===== src/rtl/mem_port_arbiter_if.sv =====
// Bundle between the core's fetch/data ports, the arbiter and the unified memory.
interface mem_port_arbiter_if #(
  parameter int ADDR_W = 32,
  parameter int DATA_W = 32
);
  // Core side: a request (inst_ren / mem_ren|mem_wen) is held until its stall drops; the word is
  // valid in the cycle the stall is low. Memory side: ext_req and its address/data stay constant
  // until ext_ack, and ext_rdata is valid only together with ext_ack.
  logic              inst_ren;
  logic [ADDR_W-1:0] inst_addr;
  logic [DATA_W-1:0] inst_data;
  logic              inst_stall;
  logic              mem_ren;
  logic              mem_wen;
  logic [ADDR_W-1:0] mem_addr;
  logic [DATA_W-1:0] mem_dout;
  logic [DATA_W-1:0] mem_din;
  logic              data_stall;
  logic              ext_req;
  logic              ext_we;
  logic [ADDR_W-1:0] ext_addr;
  logic [DATA_W-1:0] ext_wdata;
  logic [DATA_W-1:0] ext_rdata;
  logic              ext_ack;
  logic              bus_err;

  modport slave (
    input  inst_ren, inst_addr, mem_ren, mem_wen, mem_addr, mem_dout, ext_rdata, ext_ack,
    output inst_data, inst_stall, mem_din, data_stall, ext_req, ext_we, ext_addr, ext_wdata,
           bus_err
  );

  modport master (
    output inst_ren, inst_addr, mem_ren, mem_wen, mem_addr, mem_dout, ext_rdata, ext_ack,
    input  inst_data, inst_stall, mem_din, data_stall, ext_req, ext_we, ext_addr, ext_wdata,
           bus_err
  );
endinterface


===== src/rtl/mem_port_arbiter.sv =====
// Serialises fetch and data accesses onto one memory port, data first, with req/ack handshake.
// Optional watchdog abort enabled by defining ARB_TIMEOUT_EN.
module mem_port_arbiter #(
  parameter int ADDR_W   = 32,
  parameter int DATA_W   = 32,
  parameter int MAX_WAIT = 15,
  parameter int CNT_W    = 4
) (
  input  logic                clk,
  input  logic                rst,
  mem_port_arbiter_if.slave   bus,
  output logic [2:0]          state_o
);

  typedef enum logic [2:0] {
    IDLE   = 3'd0,
    BUSY_I = 3'd1,
    BUSY_D = 3'd2,
    RESP_I = 3'd3,
    RESP_D = 3'd4
  } state_e;

  if ((1 << CNT_W) <= MAX_WAIT) begin : g_cnt_w_check
    $error("CNT_W too narrow for MAX_WAIT");
  end

  state_e            state_q, state_d;
  logic              ext_we_q, ext_we_d;
  logic [ADDR_W-1:0] ext_addr_q, ext_addr_d;
  logic [DATA_W-1:0] ext_wdata_q, ext_wdata_d;
  logic [DATA_W-1:0] inst_data_q, inst_data_d;
  logic [DATA_W-1:0] mem_din_q, mem_din_d;
  logic              data_req;

`ifdef ARB_TIMEOUT_EN
  localparam logic [CNT_W-1:0] WAIT_LIMIT = CNT_W'(MAX_WAIT - 1);
  logic [CNT_W-1:0]  cnt_q, cnt_d;
  logic              bus_err_q, bus_err_d;
`endif

  assign data_req = bus.mem_ren | bus.mem_wen;

  always_comb begin
    state_d     = state_q;
    ext_we_d    = ext_we_q;
    ext_addr_d  = ext_addr_q;
    ext_wdata_d = ext_wdata_q;
    inst_data_d = inst_data_q;
    mem_din_d   = mem_din_q;
`ifdef ARB_TIMEOUT_EN
    cnt_d       = cnt_q;
    bus_err_d   = 1'b0;
`endif
    case (state_q)
      IDLE: begin
        if (data_req) begin
          state_d     = BUSY_D;
          ext_we_d    = bus.mem_wen;
          ext_addr_d  = bus.mem_addr;
          ext_wdata_d = bus.mem_dout;
`ifdef ARB_TIMEOUT_EN
          cnt_d       = '0;
`endif
        end else if (bus.inst_ren) begin
          state_d     = BUSY_I;
          ext_we_d    = 1'b0;
          ext_addr_d  = bus.inst_addr;
          ext_wdata_d = '0;
`ifdef ARB_TIMEOUT_EN
          cnt_d       = '0;
`endif
        end
      end
      BUSY_I: begin
        if (bus.ext_ack) begin
          state_d     = RESP_I;
          inst_data_d = bus.ext_rdata;
        end
`ifdef ARB_TIMEOUT_EN
        else if (cnt_q == WAIT_LIMIT) begin
          state_d     = RESP_I;
          inst_data_d = '0;
          bus_err_d   = 1'b1;
        end else begin
          cnt_d = cnt_q + 1'b1;
        end
`endif
      end
      BUSY_D: begin
        // Writes complete without touching the read-data register.
        if (bus.ext_ack) begin
          state_d = RESP_D;
          if (!ext_we_q) mem_din_d = bus.ext_rdata;
        end
`ifdef ARB_TIMEOUT_EN
        else if (cnt_q == WAIT_LIMIT) begin
          state_d   = RESP_D;
          bus_err_d = 1'b1;
          if (!ext_we_q) mem_din_d = '0;
        end else begin
          cnt_d = cnt_q + 1'b1;
        end
`endif
      end
      RESP_I, RESP_D: state_d = IDLE;
      default:        state_d = IDLE;
    endcase
  end

  always_ff @(posedge clk) begin
    if (rst) begin
      state_q     <= IDLE;
      ext_we_q    <= 1'b0;
      ext_addr_q  <= '0;
      ext_wdata_q <= '0;
      inst_data_q <= '0;
      mem_din_q   <= '0;
`ifdef ARB_TIMEOUT_EN
      cnt_q       <= '0;
      bus_err_q   <= 1'b0;
`endif
    end else begin
      state_q     <= state_d;
      ext_we_q    <= ext_we_d;
      ext_addr_q  <= ext_addr_d;
      ext_wdata_q <= ext_wdata_d;
      inst_data_q <= inst_data_d;
      mem_din_q   <= mem_din_d;
`ifdef ARB_TIMEOUT_EN
      cnt_q       <= cnt_d;
      bus_err_q   <= bus_err_d;
`endif
    end
  end

  // Stalls stay combinational so the core sees completion in the RESP cycle itself.
  assign bus.inst_stall = ~rst & bus.inst_ren & (state_q != RESP_I);
  assign bus.data_stall = ~rst & data_req & (state_q != RESP_D);
  assign bus.ext_req    = (state_q == BUSY_I) | (state_q == BUSY_D);
  assign bus.ext_we     = ext_we_q;
  assign bus.ext_addr   = ext_addr_q;
  assign bus.ext_wdata  = ext_wdata_q;
  assign bus.inst_data  = inst_data_q;
  assign bus.mem_din    = mem_din_q;
`ifdef ARB_TIMEOUT_EN
  assign bus.bus_err    = bus_err_q;
`else
  assign bus.bus_err    = 1'b0;
`endif
  assign state_o        = state_q;

endmodule


===== src/flat_wrapper.sv =====
// flat-port wrapper written by rule: the top's interface ports become plain ports
module mem_port_arbiter_flat 
#(
  parameter int ADDR_W   = 32,
  parameter int DATA_W   = 32,
  parameter int MAX_WAIT = 15,
  parameter int CNT_W    = 4
)
  (clk, rst, state_o, bus_inst_ren, bus_inst_addr, bus_mem_ren, bus_mem_wen, bus_mem_addr, bus_mem_dout, bus_ext_rdata, bus_ext_ack, bus_inst_data, bus_inst_stall, bus_mem_din, bus_data_stall, bus_ext_req, bus_ext_we, bus_ext_addr, bus_ext_wdata, bus_bus_err);
  mem_port_arbiter_if #(.ADDR_W(ADDR_W), .DATA_W(DATA_W)) bus_i ();
  input  logic clk;
  input  logic rst;
  output logic [2:0] state_o;
  input wire logic [$bits(bus_i.inst_ren)-1:0] bus_inst_ren;
  input wire logic [$bits(bus_i.inst_addr)-1:0] bus_inst_addr;
  input wire logic [$bits(bus_i.mem_ren)-1:0] bus_mem_ren;
  input wire logic [$bits(bus_i.mem_wen)-1:0] bus_mem_wen;
  input wire logic [$bits(bus_i.mem_addr)-1:0] bus_mem_addr;
  input wire logic [$bits(bus_i.mem_dout)-1:0] bus_mem_dout;
  input wire logic [$bits(bus_i.ext_rdata)-1:0] bus_ext_rdata;
  input wire logic [$bits(bus_i.ext_ack)-1:0] bus_ext_ack;
  output wire logic [$bits(bus_i.inst_data)-1:0] bus_inst_data;
  output wire logic [$bits(bus_i.inst_stall)-1:0] bus_inst_stall;
  output wire logic [$bits(bus_i.mem_din)-1:0] bus_mem_din;
  output wire logic [$bits(bus_i.data_stall)-1:0] bus_data_stall;
  output wire logic [$bits(bus_i.ext_req)-1:0] bus_ext_req;
  output wire logic [$bits(bus_i.ext_we)-1:0] bus_ext_we;
  output wire logic [$bits(bus_i.ext_addr)-1:0] bus_ext_addr;
  output wire logic [$bits(bus_i.ext_wdata)-1:0] bus_ext_wdata;
  output wire logic [$bits(bus_i.bus_err)-1:0] bus_bus_err;
  assign bus_i.inst_ren = bus_inst_ren;
  assign bus_i.inst_addr = bus_inst_addr;
  assign bus_i.mem_ren = bus_mem_ren;
  assign bus_i.mem_wen = bus_mem_wen;
  assign bus_i.mem_addr = bus_mem_addr;
  assign bus_i.mem_dout = bus_mem_dout;
  assign bus_i.ext_rdata = bus_ext_rdata;
  assign bus_i.ext_ack = bus_ext_ack;
  assign bus_inst_data = bus_i.inst_data;
  assign bus_inst_stall = bus_i.inst_stall;
  assign bus_mem_din = bus_i.mem_din;
  assign bus_data_stall = bus_i.data_stall;
  assign bus_ext_req = bus_i.ext_req;
  assign bus_ext_we = bus_i.ext_we;
  assign bus_ext_addr = bus_i.ext_addr;
  assign bus_ext_wdata = bus_i.ext_wdata;
  assign bus_bus_err = bus_i.bus_err;
  mem_port_arbiter #(.ADDR_W(ADDR_W), .DATA_W(DATA_W), .MAX_WAIT(MAX_WAIT), .CNT_W(CNT_W)) u_core (.clk(clk), .rst(rst), .bus(bus_i), .state_o(state_o));
endmodule

===== config.mk =====
export PLATFORM = sky130hd
export DESIGN_NAME = mem_port_arbiter_flat
export DESIGN_NICKNAME = d
export VERILOG_FILES = /design/src/rtl/mem_port_arbiter_if.sv /design/src/rtl/mem_port_arbiter.sv /design/src/flat_wrapper.sv
export SDC_FILE = /design/constraint.sdc
export NUM_CORES = 1
export LEC_CHECK = 0
export CORE_MARGIN = 5
export CORE_UTILIZATION = 44
export CTS_CLUSTER_SIZE = 8
export DETAILED_ROUTE_END_ITERATION = 7
export HOLD_SLACK_MARGIN = 0.1
export PLACE_DENSITY = 0.86
export SYNTH_ARGS = -nofsm -noshare
export SYNTH_HDL_FRONTEND = slang
export SYNTH_SLANG_ARGS = --single-unit
export TNS_END_PERCENT = 1

===== constraint.sdc =====
create_clock -name clk -period 3.28 [get_ports clk]
set_clock_uncertainty 0.15 [all_clocks]
set_input_delay 0.656 -clock clk [delete_from_list [all_inputs] [get_ports clk]]
set_output_delay 0.656 -clock clk [all_outputs]
set_load 0.01 [all_outputs]

==> impl_metrics.json <==
{
  "crit_arrival_ns": 2.18,
  "crit_chain": "clkdlybuf4s50_1, nor2_2, a211oi_1, clkdlybuf4s50_1",
  "ys_types": 32,
  "ys_seq_elements": 132,
  "grt_pass1_vias": 5398,
  "worst-path-max-fanout": 5,
  "critPathKind": "in -> out",
  "core_area_um2": 12500,
  "slew_violations": 0,
  "grt_max_degree": 97,
  "syn_area_per_cell_um2": 8.53,
  "cts_buffers": 17,
  "leakage_uw": 0.00302,
  "cts.root.buffer_cell": "clkbuf_16",
  "final.period_utilization_pct": 91.0,
  "maxCapViolations": 0,
  "cts.sinks": 132,
  "clock_latency_ns": 0.40,
  "post-route-drc-count": 0,
  "yosysSeqAreaShare_pct": 47.7,
  "synth_area_leaders": "dfxtp_1 (48%), a21oi_1 (10%), nand2_1 (8.7%), o21ai_0 (5.9%), nand3_1 (5.8%)",
  "antenna_found_initial": 0,
  "cp.required_ns": 2.47,
  "synthToLayoutAreaGrowth_pct": 57.4,
  "initial_core_util_pct": 44.4,
  "max_stage_delay_ns": 0.61,
  "ir_drop_mv": 0.247,
  "report.final.setup_viol": 0,
  "antenna_left": 0,
  "max_freq_ghz": 0.335,
  "layout-drive-gt1-share_pct": 10.1,
  "clk_path_buf_depth": 2,
  "hold_viol_final": 0,
  "yosys.area.top_type": "dfxtp_1",
  "p_per_area_nw_per_um2": 517,
  "min_period_ns": 2.98,
  "status": "complete, no violations",
  "num-fill-cells": 1004,
  "critPathSlowestCell": "clkdlybuf4s50_1",
  "cts_resized": 0,
  "hold_ws_ns": 0.302,
  "antennaDiodeCount": 0,
  "hold_class": "reg -> reg",
  "dr.pass1.iters": 5,
  "vias": 5676,
  "rrSetupSlack_ns": 1.22,
  "crit_path_end_kind": "primary output",
  "place_congestion": 0.828,
  "cp-start-kind": "primary input",
  "syn-cell-area_um2": 5540,
  "synth_top_area_share_pct": 47.7,
  "num_rows": 41,
  "cts_tree": "built",
  "final_util_pct": 69.9,
  "grt.total_usage_pct": 24.3,
  "ys_warn_count": 0,
  "post-cts-setup-buffers": 0,
  "cp_common_cell": "clkdlybuf4s50_1",
  "drt_iter0_drc": 522,
  "grt_overflow": 0,
  "netlist_instances": 649,
  "die_h_um": 122,
  "die-area_um2": 14900,
  "rsz0062_at_grt": "false",
  "setup_ws_ns": 0.296,
  "die_w_um": 122,
  "finalSetupTns_ns": 0,
  "relSlewSlack_pct": 30.6,
  "final_nets": 1013,
  "synth_nets": 783,
  "routedWlPerCell_um": 17.5,
  "io_buffers": 268,
  "grt_pass1_wl_mm": 28.6,
  "ctsHoldBuffers": 0,
  "htreeDepth": 4,
  "wl_mm": 18.7,
  "post-place-ws_ns": 0.308,
  "ioPinCount": 270,
  "vias_per_cell": 5.33,
  "path_clk_slew_ns": 0.06,
  "place_hpwl_mm": 12.7,
  "worst_pin_slew_ns": 1.04
}
==> report_power, final <==
part,internal [uW],leakage [uW],switching [uW]
Combinational,474,0.00167,434
Sequential,1720,0.00108,69.0
Clock,1140,0.000275,676
Total,3330,0.00302,1180
==> stage by stage <==
step                      cells  area (um^2)  total power (uW)
final                      1064         8710              4510
after global placement     1032         8150              2710
after global routing       1064         8710              4700
after CTS                  1064         8710              4550
after floorplan             649         5540              2260
after detailed placement   1032         8150              2730
==> worst paths after layout <==
path                                  from                       end  depth (start not counted)
setup / recovery               bus_mem_wen            bus_data_stall                          4
hold / removal    u_core.bus.inst_data[27]  u_core.bus.inst_data[27]                          2
setup reg to reg         u_core.state_o[2]    u_core.bus.ext_addr[6]                          5
hold reg to reg   u_core.bus.inst_data[27]  u_core.bus.inst_data[27]                          2
==> metal layers <==
layer	wire length, um	vias to the layer above	GRT usage [%]
met2	9190	233	40.3
met1	7340	2675	29.6
met3	1590	34	6.78
met5	0	-	0
li1	-	2734	-
met4	534	0	10.3
==> flip-flops by register name, summed over array words and instances (netlist names) <==
name	cells
u_core.bus.ext_addr	32
u_core.state_o	3
u_core.bus.ext_wdata	32
u_core.bus.ext_we	1
u_core.bus.mem_din	32
u_core.bus.inst_data	32
==> synth_stat cells, drive strengths merged <==
cell type    n
nand3       64
nand3b       1
nor3         3
o21ai       65
clkbuf      24
conb         1
nor4bb       1
a21oi      131
or2          2
nand4bb      1
nor2         5
nor2b        1
buf         47
inv          2
or3          2
a2111o       1
nand2      129
xnor2        1
and3b        1
nor4         1
a311oi      33
a211oi       1
dfxtp      132
==> placed cells by master (no fill, tap or decap), types with 2 or more instances in the layout <==
master           netlist  layout
a21oi_1              111     111
a21oi_2               20      20
a311oi_1              13      13
a311oi_2              20      20
buf_12                 0       2
buf_4                  8      13
bufinv_16              0       2
clkbuf_1              21       5
clkbuf_16              0      17
clkdlybuf4s50_1        0     267
clkinv_2               0       4
clkinv_4               0       2
dfxtp_1              132     132
inv_1                  2       2
nand2_1              129     129
nand3_1               64      64
nor2_1                 3       2
nor2_2                 1       2
nor3_4                 2       2
o21ai_0               65      65
or2_2                  1       2
or3_1                  2       2
==> area by class of cell <==
class | instances | area, um^2 | share of cell area, %
clock buffer | 23 | 458 | 5.26
sequential | 132 | 2640 | 30.3
timing repair buffer | 282 | 2810 | 32.3
multi-input combinational | 444 | 2470 | 28.4
tap | 172 | 215 | 2.47
inverter | 2 | 7.51 | 0.0862
clock inverter | 9 | 105 | 1.21
==> worst max-delay path: cells and delay by family <==
family,cells,cell delay [ns]
buf+inv,2,1.20
compound gates,1,0.22
simple gates,1,0.10
==> cells by family (layout without fill, tap and decap cells) <==
group                     count (synthesis)  after routing  synth area share [%]
other                                     1              1                0.0677
and+or+nand+nor                         211            211                  17.2
xor gates and xnor gates                  1              1                 0.158
AOI/OAI and AO/OA                       231            231                  26.9
DFF                                     132            132                  47.7
buffers and inverters                    73            316                  7.91
(Power assumes the default switching activity.)
